$ cat config.mk
export PLATFORM = sky130hd
export DESIGN_NAME = traffic_phase_ctrl
export DESIGN_NICKNAME = d
export VERILOG_FILES = /design/src/rtl/traffic_phase_ctrl_pkg.sv /design/src/rtl/phase_timer.sv /design/src/rtl/traffic_phase_ctrl.sv
export SDC_FILE = /design/constraint.sdc
export NUM_CORES = 1
export LEC_CHECK = 0
export CAP_MARGIN = 15
export CORE_ASPECT_RATIO = 0.75
export CORE_MARGIN = 8
export CORE_UTILIZATION = 40
export CTS_CLUSTER_SIZE = 16
export DETAILED_ROUTE_END_ITERATION = 6
export DONT_BUFFER_PORTS = 1
export MAX_ROUTING_LAYER = met4
export PLACE_DENSITY = 0.57
export SLEW_MARGIN = 20
export SYNTH_ARGS = -nofsm -noshare
export SYNTH_HDL_FRONTEND = slang
export SYNTH_SLANG_ARGS = --single-unit
$ cat constraint.sdc
create_clock -name CLK -period 2.7 [get_ports CLK]
set_clock_uncertainty 0.1 [all_clocks]
set_input_delay 0.405 -clock CLK [delete_from_list [all_inputs] [get_ports CLK]]
set_output_delay 0.405 -clock CLK [all_outputs]
set_load 0.005 [all_outputs]
$ cat src/rtl/traffic_phase_ctrl_pkg.sv
// Shared definitions for the traffic phase controller: state encoding,
// default interval lengths and lamp-vector index helpers.
package traffic_phase_ctrl_pkg;

   typedef enum logic [1:0] {
      ST_GREEN  = 2'b00,
      ST_YELLOW = 2'b01,
      ST_ALLRED = 2'b10,
      ST_FLASH  = 2'b11
   } state_e;

   localparam int unsigned MAX_PHASE  = 8;
   localparam int unsigned PHASE_W    = 3;
   localparam int unsigned Y_TIME_DEF = 3;
   localparam int unsigned R_TIME_DEF = 1;

   // One-hot lamp vector for a phase index, sized for the largest phase count.
   function automatic logic [MAX_PHASE-1:0] phase_onehot(input logic [PHASE_W-1:0] p);
      return MAX_PHASE'(1) << p;
   endfunction

   // Bit offset of a phase's slice in a packed per-phase field of width tw.
   function automatic int unsigned green_lsb(input logic [PHASE_W-1:0] p, input int unsigned tw);
      return 32'(p) * tw;
   endfunction

endpackage

$ cat src/rtl/phase_timer.sv
// Interval countdown: load has priority, otherwise decrement on each tick
// down to 1; expiry is a tick seen while the count is 1.
module phase_timer #(
   parameter int unsigned TW      = 6,
   parameter int unsigned RST_VAL = 1
) (
   input  logic          clk,
   input  logic          rst_n,
   input  logic          i_tick,
   input  logic          i_load,
   input  logic [TW-1:0] i_load_val,
   output logic [TW-1:0] o_remain,
   output logic          o_expire_c
);

   logic [TW-1:0] r_remain;

   assign o_expire_c = i_tick && (r_remain == TW'(1));
   assign o_remain   = r_remain;

   always_ff @(posedge clk or negedge rst_n) begin
      if (!rst_n) begin
         r_remain <= TW'(RST_VAL);
      end else if (i_load) begin
         r_remain <= i_load_val;
      end else if (i_tick && (r_remain > TW'(1))) begin
         r_remain <= r_remain - TW'(1);
      end
   end

endmodule

$ cat src/rtl/traffic_phase_ctrl.sv
// Round-robin traffic signal controller with green/yellow/all-red cycling,
// demand-held green extension and a flashing-yellow night mode.
module traffic_phase_ctrl
   import traffic_phase_ctrl_pkg::*;
#(
   parameter int unsigned N_PHASE = 4,
   parameter int unsigned TW      = 6,
   parameter int unsigned Y_TIME  = Y_TIME_DEF,
   parameter int unsigned R_TIME  = R_TIME_DEF
) (
   input  logic                  CLK,
   input  logic                  RSTn,
   input  logic                  TICK,
   input  logic [N_PHASE-1:0]    REQ,
   input  logic [N_PHASE*TW-1:0] GREEN_T,
   input  logic                  NIGHT,
   output logic [1:0]            state,
   output logic [2:0]            phase,
   output logic [TW-1:0]         remain,
   output logic [N_PHASE-1:0]    green,
   output logic [N_PHASE-1:0]    yellow,
   output logic [N_PHASE-1:0]    red
);

   state_e               r_state,  w_state_d;
   logic [2:0]           r_phase,  w_phase_d;
   logic [2:0]           r_nxt,    w_nxt_d;
   logic                 r_flash,  w_flash_d;
   logic [N_PHASE-1:0]   r_green,  w_green_d;
   logic [N_PHASE-1:0]   r_yellow, w_yellow_d;
   logic [N_PHASE-1:0]   r_red,    w_red_d;
   logic [N_PHASE-1:0]   w_phase_oh;
   logic                 w_other_req;
   logic                 w_load;
   logic [TW-1:0]        w_load_val;
   logic                 w_expire;

   // Green time for a phase; a programmed zero still gives one tick.
   function automatic logic [TW-1:0] f_green_time(input logic [N_PHASE*TW-1:0] gt,
                                                  input logic [2:0] p);
      logic [TW-1:0] t;
      t = gt[green_lsb(p, TW) +: TW];
      return (t == '0) ? TW'(1) : t;
   endfunction

   // First phase after cur, searching upward with wrap, that has demand.
   function automatic logic [2:0] f_next_phase(input logic [N_PHASE-1:0] req,
                                               input logic [2:0] cur);
      logic [2:0]  nxt;
      logic        found;
      int unsigned idx;
      nxt   = cur;
      found = 1'b0;
      for (int unsigned k = 1; k < N_PHASE; k++) begin
         idx = (32'(cur) + k) % N_PHASE;
         if (!found && req[idx]) begin
            nxt   = 3'(idx);
            found = 1'b1;
         end
      end
      return nxt;
   endfunction

   assign w_other_req = |(REQ & ~N_PHASE'(phase_onehot(r_phase)));

   phase_timer #(
      .TW      (TW),
      .RST_VAL (R_TIME)
   ) u_timer (
      .clk        (CLK),
      .rst_n      (RSTn),
      .i_tick     (TICK),
      .i_load     (w_load),
      .i_load_val (w_load_val),
      .o_remain   (remain),
      .o_expire_c (w_expire)
   );

   always_ff @(posedge CLK or negedge RSTn) begin
      if (!RSTn) begin
         r_state  <= ST_ALLRED;
         r_phase  <= '0;
         r_nxt    <= '0;
         r_flash  <= 1'b0;
         r_green  <= '0;
         r_yellow <= '0;
         r_red    <= '1;
      end else begin
         r_state  <= w_state_d;
         r_phase  <= w_phase_d;
         r_nxt    <= w_nxt_d;
         r_flash  <= w_flash_d;
         r_green  <= w_green_d;
         r_yellow <= w_yellow_d;
         r_red    <= w_red_d;
      end
   end

   // Next state, timer load, and lamp decode of the next state so lamps track state.
   always_comb begin
      w_state_d  = r_state;
      w_phase_d  = r_phase;
      w_nxt_d    = r_nxt;
      w_flash_d  = r_flash;
      w_load     = 1'b0;
      w_load_val = '0;
      w_green_d  = '0;
      w_yellow_d = '0;
      w_red_d    = '0;
      w_phase_oh = '0;

      if (NIGHT) begin
         w_state_d  = ST_FLASH;
         w_load     = 1'b1;
         w_load_val = '0;
         if (r_state != ST_FLASH) begin
            w_flash_d = 1'b1;
         end else if (TICK) begin
            w_flash_d = ~r_flash;
         end
      end else begin
         case (r_state)
            ST_GREEN: begin
               if (w_expire) begin
                  w_load = 1'b1;
                  if (w_other_req) begin
                     w_state_d  = ST_YELLOW;
                     w_load_val = TW'(Y_TIME);
                     w_nxt_d    = f_next_phase(REQ, r_phase);
                  end else begin
                     w_load_val = f_green_time(GREEN_T, r_phase);
                  end
               end
            end
            ST_YELLOW: begin
               if (w_expire) begin
                  w_state_d  = ST_ALLRED;
                  w_load     = 1'b1;
                  w_load_val = TW'(R_TIME);
               end
            end
            ST_ALLRED: begin
               if (w_expire) begin
                  w_state_d  = ST_GREEN;
                  w_phase_d  = r_nxt;
                  w_load     = 1'b1;
                  w_load_val = f_green_time(GREEN_T, r_nxt);
               end
            end
            ST_FLASH: begin
               w_state_d  = ST_ALLRED;
               w_nxt_d    = '0;
               w_flash_d  = 1'b0;
               w_load     = 1'b1;
               w_load_val = TW'(R_TIME);
            end
            default: ;
         endcase
      end

      w_phase_oh = N_PHASE'(phase_onehot(w_phase_d));
      case (w_state_d)
         ST_GREEN: begin
            w_green_d = w_phase_oh;
            w_red_d   = ~w_phase_oh;
         end
         ST_YELLOW: begin
            w_yellow_d = w_phase_oh;
            w_red_d    = ~w_phase_oh;
         end
         ST_ALLRED: w_red_d    = '1;
         ST_FLASH:  w_yellow_d = {N_PHASE{w_flash_d}};
         default: ;
      endcase
   end

   assign state  = r_state;
   assign phase  = r_phase;
   assign green  = r_green;
   assign yellow = r_yellow;
   assign red    = r_red;

endmodule

==> flow_summary.html <==
<table>
<tr><th>Metric</th><th>Value</th></tr>
<tr><th colspan="2">Clock tree</th></tr>
<tr><td>Resized Gates After CTS</td><td>0</td></tr>
<tr><td>Clock-pin slew on the worst setup and hold paths</td><td>100 ps</td></tr>
<tr><td>CTS Root Buffer Type</td><td>sky130_fd_sc_hd__clkbuf_8</td></tr>
<tr><td>Sinks on Clock Net</td><td>27</td></tr>
<tr><td>Worst-Skew Late Latency</td><td>280 ps</td></tr>
<tr><td>Max H-tree Level</td><td>1</td></tr>
<tr><td>Clock buffer count from CTS</td><td>3</td></tr>
<tr><td>Clock tree from TritonCTS</td><td>done</td></tr>
<tr><td>Number of buffers on the longest clock path</td><td>2</td></tr>
<tr><th colspan="2">Die</th></tr>
<tr><td>Vertical extent of the die</td><td>78.6 um</td></tr>
<tr><td>Total Die Area</td><td>7820 um2</td></tr>
<tr><td>Top-level I/O count</td><td>55</td></tr>
<tr><td>Chip width</td><td>99.5 um</td></tr>
<tr><td>Initial core utilization</td><td>0.422</td></tr>
<tr><td>Core Box Area</td><td>4950 um2</td></tr>
<tr><td>FP Rows</td><td>22</td></tr>
<tr><th colspan="2">Yosys</th></tr>
<tr><td>Sequential area share after synthesis</td><td>0.327</td></tr>
<tr><td>Synth warnings</td><td>0</td></tr>
<tr><td>Post-synth EDFFs</td><td>0</td></tr>
<tr><td>Synth Register Bits</td><td>27</td></tr>
<tr><td>Predominant post-synthesis flop cell</td><td>sky130_fd_sc_hd__dfrtp_1</td></tr>
<tr><td>Mean instance size in the synthesized netlist</td><td>10.3 um2</td></tr>
<tr><td>Async set-or-reset flop fraction in the synthesized netlist</td><td>1.00</td></tr>
<tr><td>Post-synth net total</td><td>241</td></tr>
<tr><td>Count of distinct cell types in the synthesized netlist</td><td>52</td></tr>
<tr><td>Cell count after synthesis</td><td>203</td></tr>
<tr><td>Cell area after synthesis</td><td>2090 um2</td></tr>
<tr><th colspan="2">Final layout</th></tr>
<tr><td>ANT cells</td><td>0</td></tr>
<tr><td>Storage element area</td><td>684 um2</td></tr>
<tr><td>Fillcell total</td><td>469</td></tr>
<tr><td>Most frequent cells in the layout</td><td>20 x sky130_fd_sc_hd__dfrtp_1, 18 x sky130_fd_sc_hd__nand2_1, 15 x sky130_fd_sc_hd__nor2_1</td></tr>
<tr><td>Synth-to-Final Area Change</td><td>6.04%</td></tr>
<tr><td>Area of all placed cells without fillers</td><td>2220 um2</td></tr>
<tr><td>Most common cell after layout, fill and taps aside</td><td>sky130_fd_sc_hd__dfrtp_1</td></tr>
<tr><td>Fraction of final layout cells sized beyond drive strength 1</td><td>0.183</td></tr>
<tr><td>Area of combinational cells with multiple inputs</td><td>1330 um2</td></tr>
<tr><td>Number of nets in the layout</td><td>241</td></tr>
<tr><th colspan="2">Timing</th></tr>
<tr><td>RSZ-0062 raised after global routing</td><td>false</td></tr>
<tr><td>Least setup slack across all paths after layout</td><td>238 ps</td></tr>
<tr><td>Max transition margin</td><td>0.587</td></tr>
<tr><td>Fmax achieved</td><td>406 MHz</td></tr>
<tr><td>Final hold violations</td><td>0</td></tr>
<tr><td>Max-slew violation count</td><td>0</td></tr>
<tr><td>Final-report setup violation count</td><td>0</td></tr>
<tr><td>Final critical-path required period</td><td>2460 ps</td></tr>
<tr><td>Total Neg Setup Slack</td><td>0 ps</td></tr>
<tr><td>Final critical-path share of the clock period</td><td>0.912</td></tr>
<tr><td>Slew at the pin closest to its max-slew limit</td><td>619 ps</td></tr>
<tr><th colspan="2">Worst setup path</th></tr>
<tr><td>Required time of the worst setup path</td><td>2810 ps</td></tr>
<tr><td>Worst setup EP type</td><td>register</td></tr>
<tr><td>Longest individual stage delay on the worst path</td><td>630 ps</td></tr>
<tr><td>Worst-path cell chain</td><td>ha_1 -&gt; and4bb_2 -&gt; nand4_4 -&gt; mux2i_4 -&gt; o2111ai_1 -&gt; nor2b_1</td></tr>
<tr><td>Critical-path maximum fanout</td><td>10</td></tr>
<tr><td>Highest-delay cell along the critical path</td><td>sky130_fd_sc_hd__dfstp_2</td></tr>
<tr><td>WS Path Type</td><td>register to register</td></tr>
<tr><td>Register-to-register setup slack</td><td>240 ps</td></tr>
<tr><td>Worst Path Arrival</td><td>2570 ps</td></tr>
<tr><td>Worst reg2reg path endpoint</td><td>green[1]</td></tr>
<tr><td>Logic depth of the worst register-to-register path</td><td>6</td></tr>
<tr><td>R2r startpoint</td><td>u_timer.o_remain[0]</td></tr>
<tr><td>Sort of element at the start of the critical path</td><td>register</td></tr>
<tr><th colspan="2">Power and ir drop</th></tr>
<tr><td>Max VDD drop</td><td>0.207 mV</td></tr>
<tr><td>Leakage</td><td>0.825 nW</td></tr>
<tr><td>Power per cell area</td><td>478 nW/um2</td></tr>
<tr><th colspan="2">GRT</th></tr>
<tr><td>Vias in the first global route</td><td>1749</td></tr>
<tr><td>Initial antenna violation count</td><td>0</td></tr>
<tr><td>Grt met2 use</td><td>0.231</td></tr>
<tr><td>Wire length of the first global-routing pass</td><td>9270 um</td></tr>
<tr><td>Met3 Resource Use GR</td><td>0.0573</td></tr>
<tr><td>Routing layer with the top usage in global route</td><td>met2</td></tr>
<tr><td>Total routing usage reported by global routing</td><td>0.151</td></tr>
<tr><td>Residual overflow from global routing</td><td>0</td></tr>
<tr><td>Global Route met1 Usage</td><td>0.184</td></tr>
<tr><td>Maximum number of pins on one net before global-route repair</td><td>28</td></tr>
<tr><th colspan="2">Place</th></tr>
<tr><td>Number of input and output port buffers inserted</td><td>0</td></tr>
<tr><td>Final GP Congestion</td><td>0.919</td></tr>
<tr><td>Post-detail-place hpwl</td><td>4220 um</td></tr>
<tr><td>Placement-stage worst setup slack</td><td>251 ps</td></tr>
<tr><td>Post-place instance area</td><td>2140 um2</td></tr>
<tr><th colspan="2">Route</th></tr>
<tr><td>Wire length per cell after detailed routing</td><td>21.8 um</td></tr>
<tr><td>Vias</td><td>1719</td></tr>
<tr><td>Number of detailed-route iterations in the first pass</td><td>5</td></tr>
<tr><td>Number of violations reported at the end of detailed-routing iteration 0</td><td>156</td></tr>
<tr><td>Post-detailed-routing wire length</td><td>5700 um</td></tr>
<tr><td>Final ANT Viol Nets</td><td>0</td></tr>
<tr><td>Number of design rule violations left after detail routing</td><td>0</td></tr>
<tr><td>Vias/cell</td><td>6.56</td></tr>
<tr><th colspan="2">Min path</th></tr>
<tr><td>Worst min-delay path endpoint</td><td>u_timer.o_remain[0]</td></tr>
<tr><td>Worst hold-check path type</td><td>input port to register</td></tr>
<tr><td>Worst Hold Depth</td><td>1</td></tr>
<tr><td>Worst Hold Launch</td><td>NIGHT</td></tr>
<tr><th colspan="2">Flow run</th></tr>
<tr><td>Maximum capacitance violations</td><td>0</td></tr>
<tr><th colspan="2">Status</th></tr>
<tr><td>Run status</td><td>completed</td></tr>
</table>
-- power breakdown --
| group | switching [mW] | internal, mW | leakage [nW] |
|---|---|---|---|
| registers | 0.0593 | 0.452 | 0.341 |
| clock network | 0.145 | 0.109 | 0.0261 |
| logic | 0.169 | 0.125 | 0.458 |
-- Yosys cell counts (3+ instances only) --
cell                        n  share of area
sky130_fd_sc_hd__a22oi_1    3          0.011
sky130_fd_sc_hd__nor2b_1    6          0.018
sky130_fd_sc_hd__nor2_1    15          0.027
sky130_fd_sc_hd__mux4_2    11           0.12
sky130_fd_sc_hd__inv_1      9          0.016
sky130_fd_sc_hd__mux2_2     4          0.022
sky130_fd_sc_hd__a211oi_1   4          0.014
sky130_fd_sc_hd__mux2i_1    5          0.024
sky130_fd_sc_hd__nand2_1   18          0.032
sky130_fd_sc_hd__or3_1      3         0.0090
sky130_fd_sc_hd__clkbuf_1   5         0.0090
sky130_fd_sc_hd__dfstp_2    6          0.075
sky130_fd_sc_hd__dfrtp_1   21           0.25
sky130_fd_sc_hd__ha_1       6          0.036
sky130_fd_sc_hd__a31oi_1    7          0.021
sky130_fd_sc_hd__nor3_1     6          0.014
sky130_fd_sc_hd__buf_2      3         0.0072
sky130_fd_sc_hd__o21ai_0   12          0.029
sky130_fd_sc_hd__nand2b_1   6          0.018
sky130_fd_sc_hd__o21a_1     3          0.011
sky130_fd_sc_hd__mux4_1     3          0.038
sky130_fd_sc_hd__a21oi_1    9          0.022
-- layer usage --
layer	vias to the layer above	wire length [um]
met2	66	2590
met5	-	0
met4	0	87
met3	8	485
met1	863	2540
li1	782	-
-- critical path, delay by kind of cell (launching register included) --
kind	cells	cell delay [ps]
flip-flops	1	630
multiplexers	1	360
AND/OR/NAND/NOR	3	760
AO/OA/AOI/OAI	1	300
adder cells (fa/ha/maj)	1	240
-- metrics by stage --
step | std cells | power, mW | hold WS (ps) | utilization
2_1_floorplan | 203 | 0.733 | 9.41 | -
3_3_place_gp | 256 | 0.792 | 10.3 | 0.431
3_5_place_dp | 256 | 0.796 | 10.3 | 0.431
4_1_cts | 262 | 1.06 | 36.1 | 0.447
5_1_grt | 262 | 1.12 | 24.5 | 0.447
6_report | 262 | 1.06 | 42.1 | 0.447
-- timing repair --
item                      CTS  global route
hold endpoints to repair   27             0
setup buffers               0             0
hold buffers                2             0
-- area by class of cell --
cell class,count,share of cell area
multi-input combinational,158,0.599
clock buffer,3,0.0186
tap,60,0.0339
sequential,27,0.309
timing repair buffer,4,0.0203
clock inverter,1,0.00395
inverter,9,0.0152
-- state kept, by name, summed over array words and instances (netlist names) --
register          flops
phase                 3
state                 2
r_nxt                 3
red                   4
green                 4
yellow                4
u_timer.o_remain      6
r_flash               1
-- worst max-delay path by stage --
| stage | depth (start not counted) | slack, ps | startpoint | end |
|---|---|---|---|---|
| 6_report | 6 | 240 | u_timer.o_remain[0] | green[1] |
| 5_1_grt | 6 | 70 | u_timer.o_remain[0] | green[1] |
| 3_3_place_gp | 6 | 360 | u_timer.o_remain[0] | green[0] |
| 4_1_cts | 6 | 230 | u_timer.o_remain[0] | green[1] |
| 2_1_floorplan | 9 | 10 | phase[0] | r_nxt[0] |
| 3_5_place_dp | 6 | 250 | u_timer.o_remain[0] | green[1] |
-- logic make-up (layout without fill, tap and decap cells) --
kind of cell	Yosys count	after routing	synth area share
buffers and inverters	18	17	0.0377
and+or+nand+nor	66	66	0.172
AOI/OAI and AO/OA	60	60	0.206
muxes	24	24	0.212
DFF	27	27	0.327
adders and majority gates	6	6	0.0359
xor gates and xnor gates	2	2	0.00838
(Power assumes the default switching activity.)
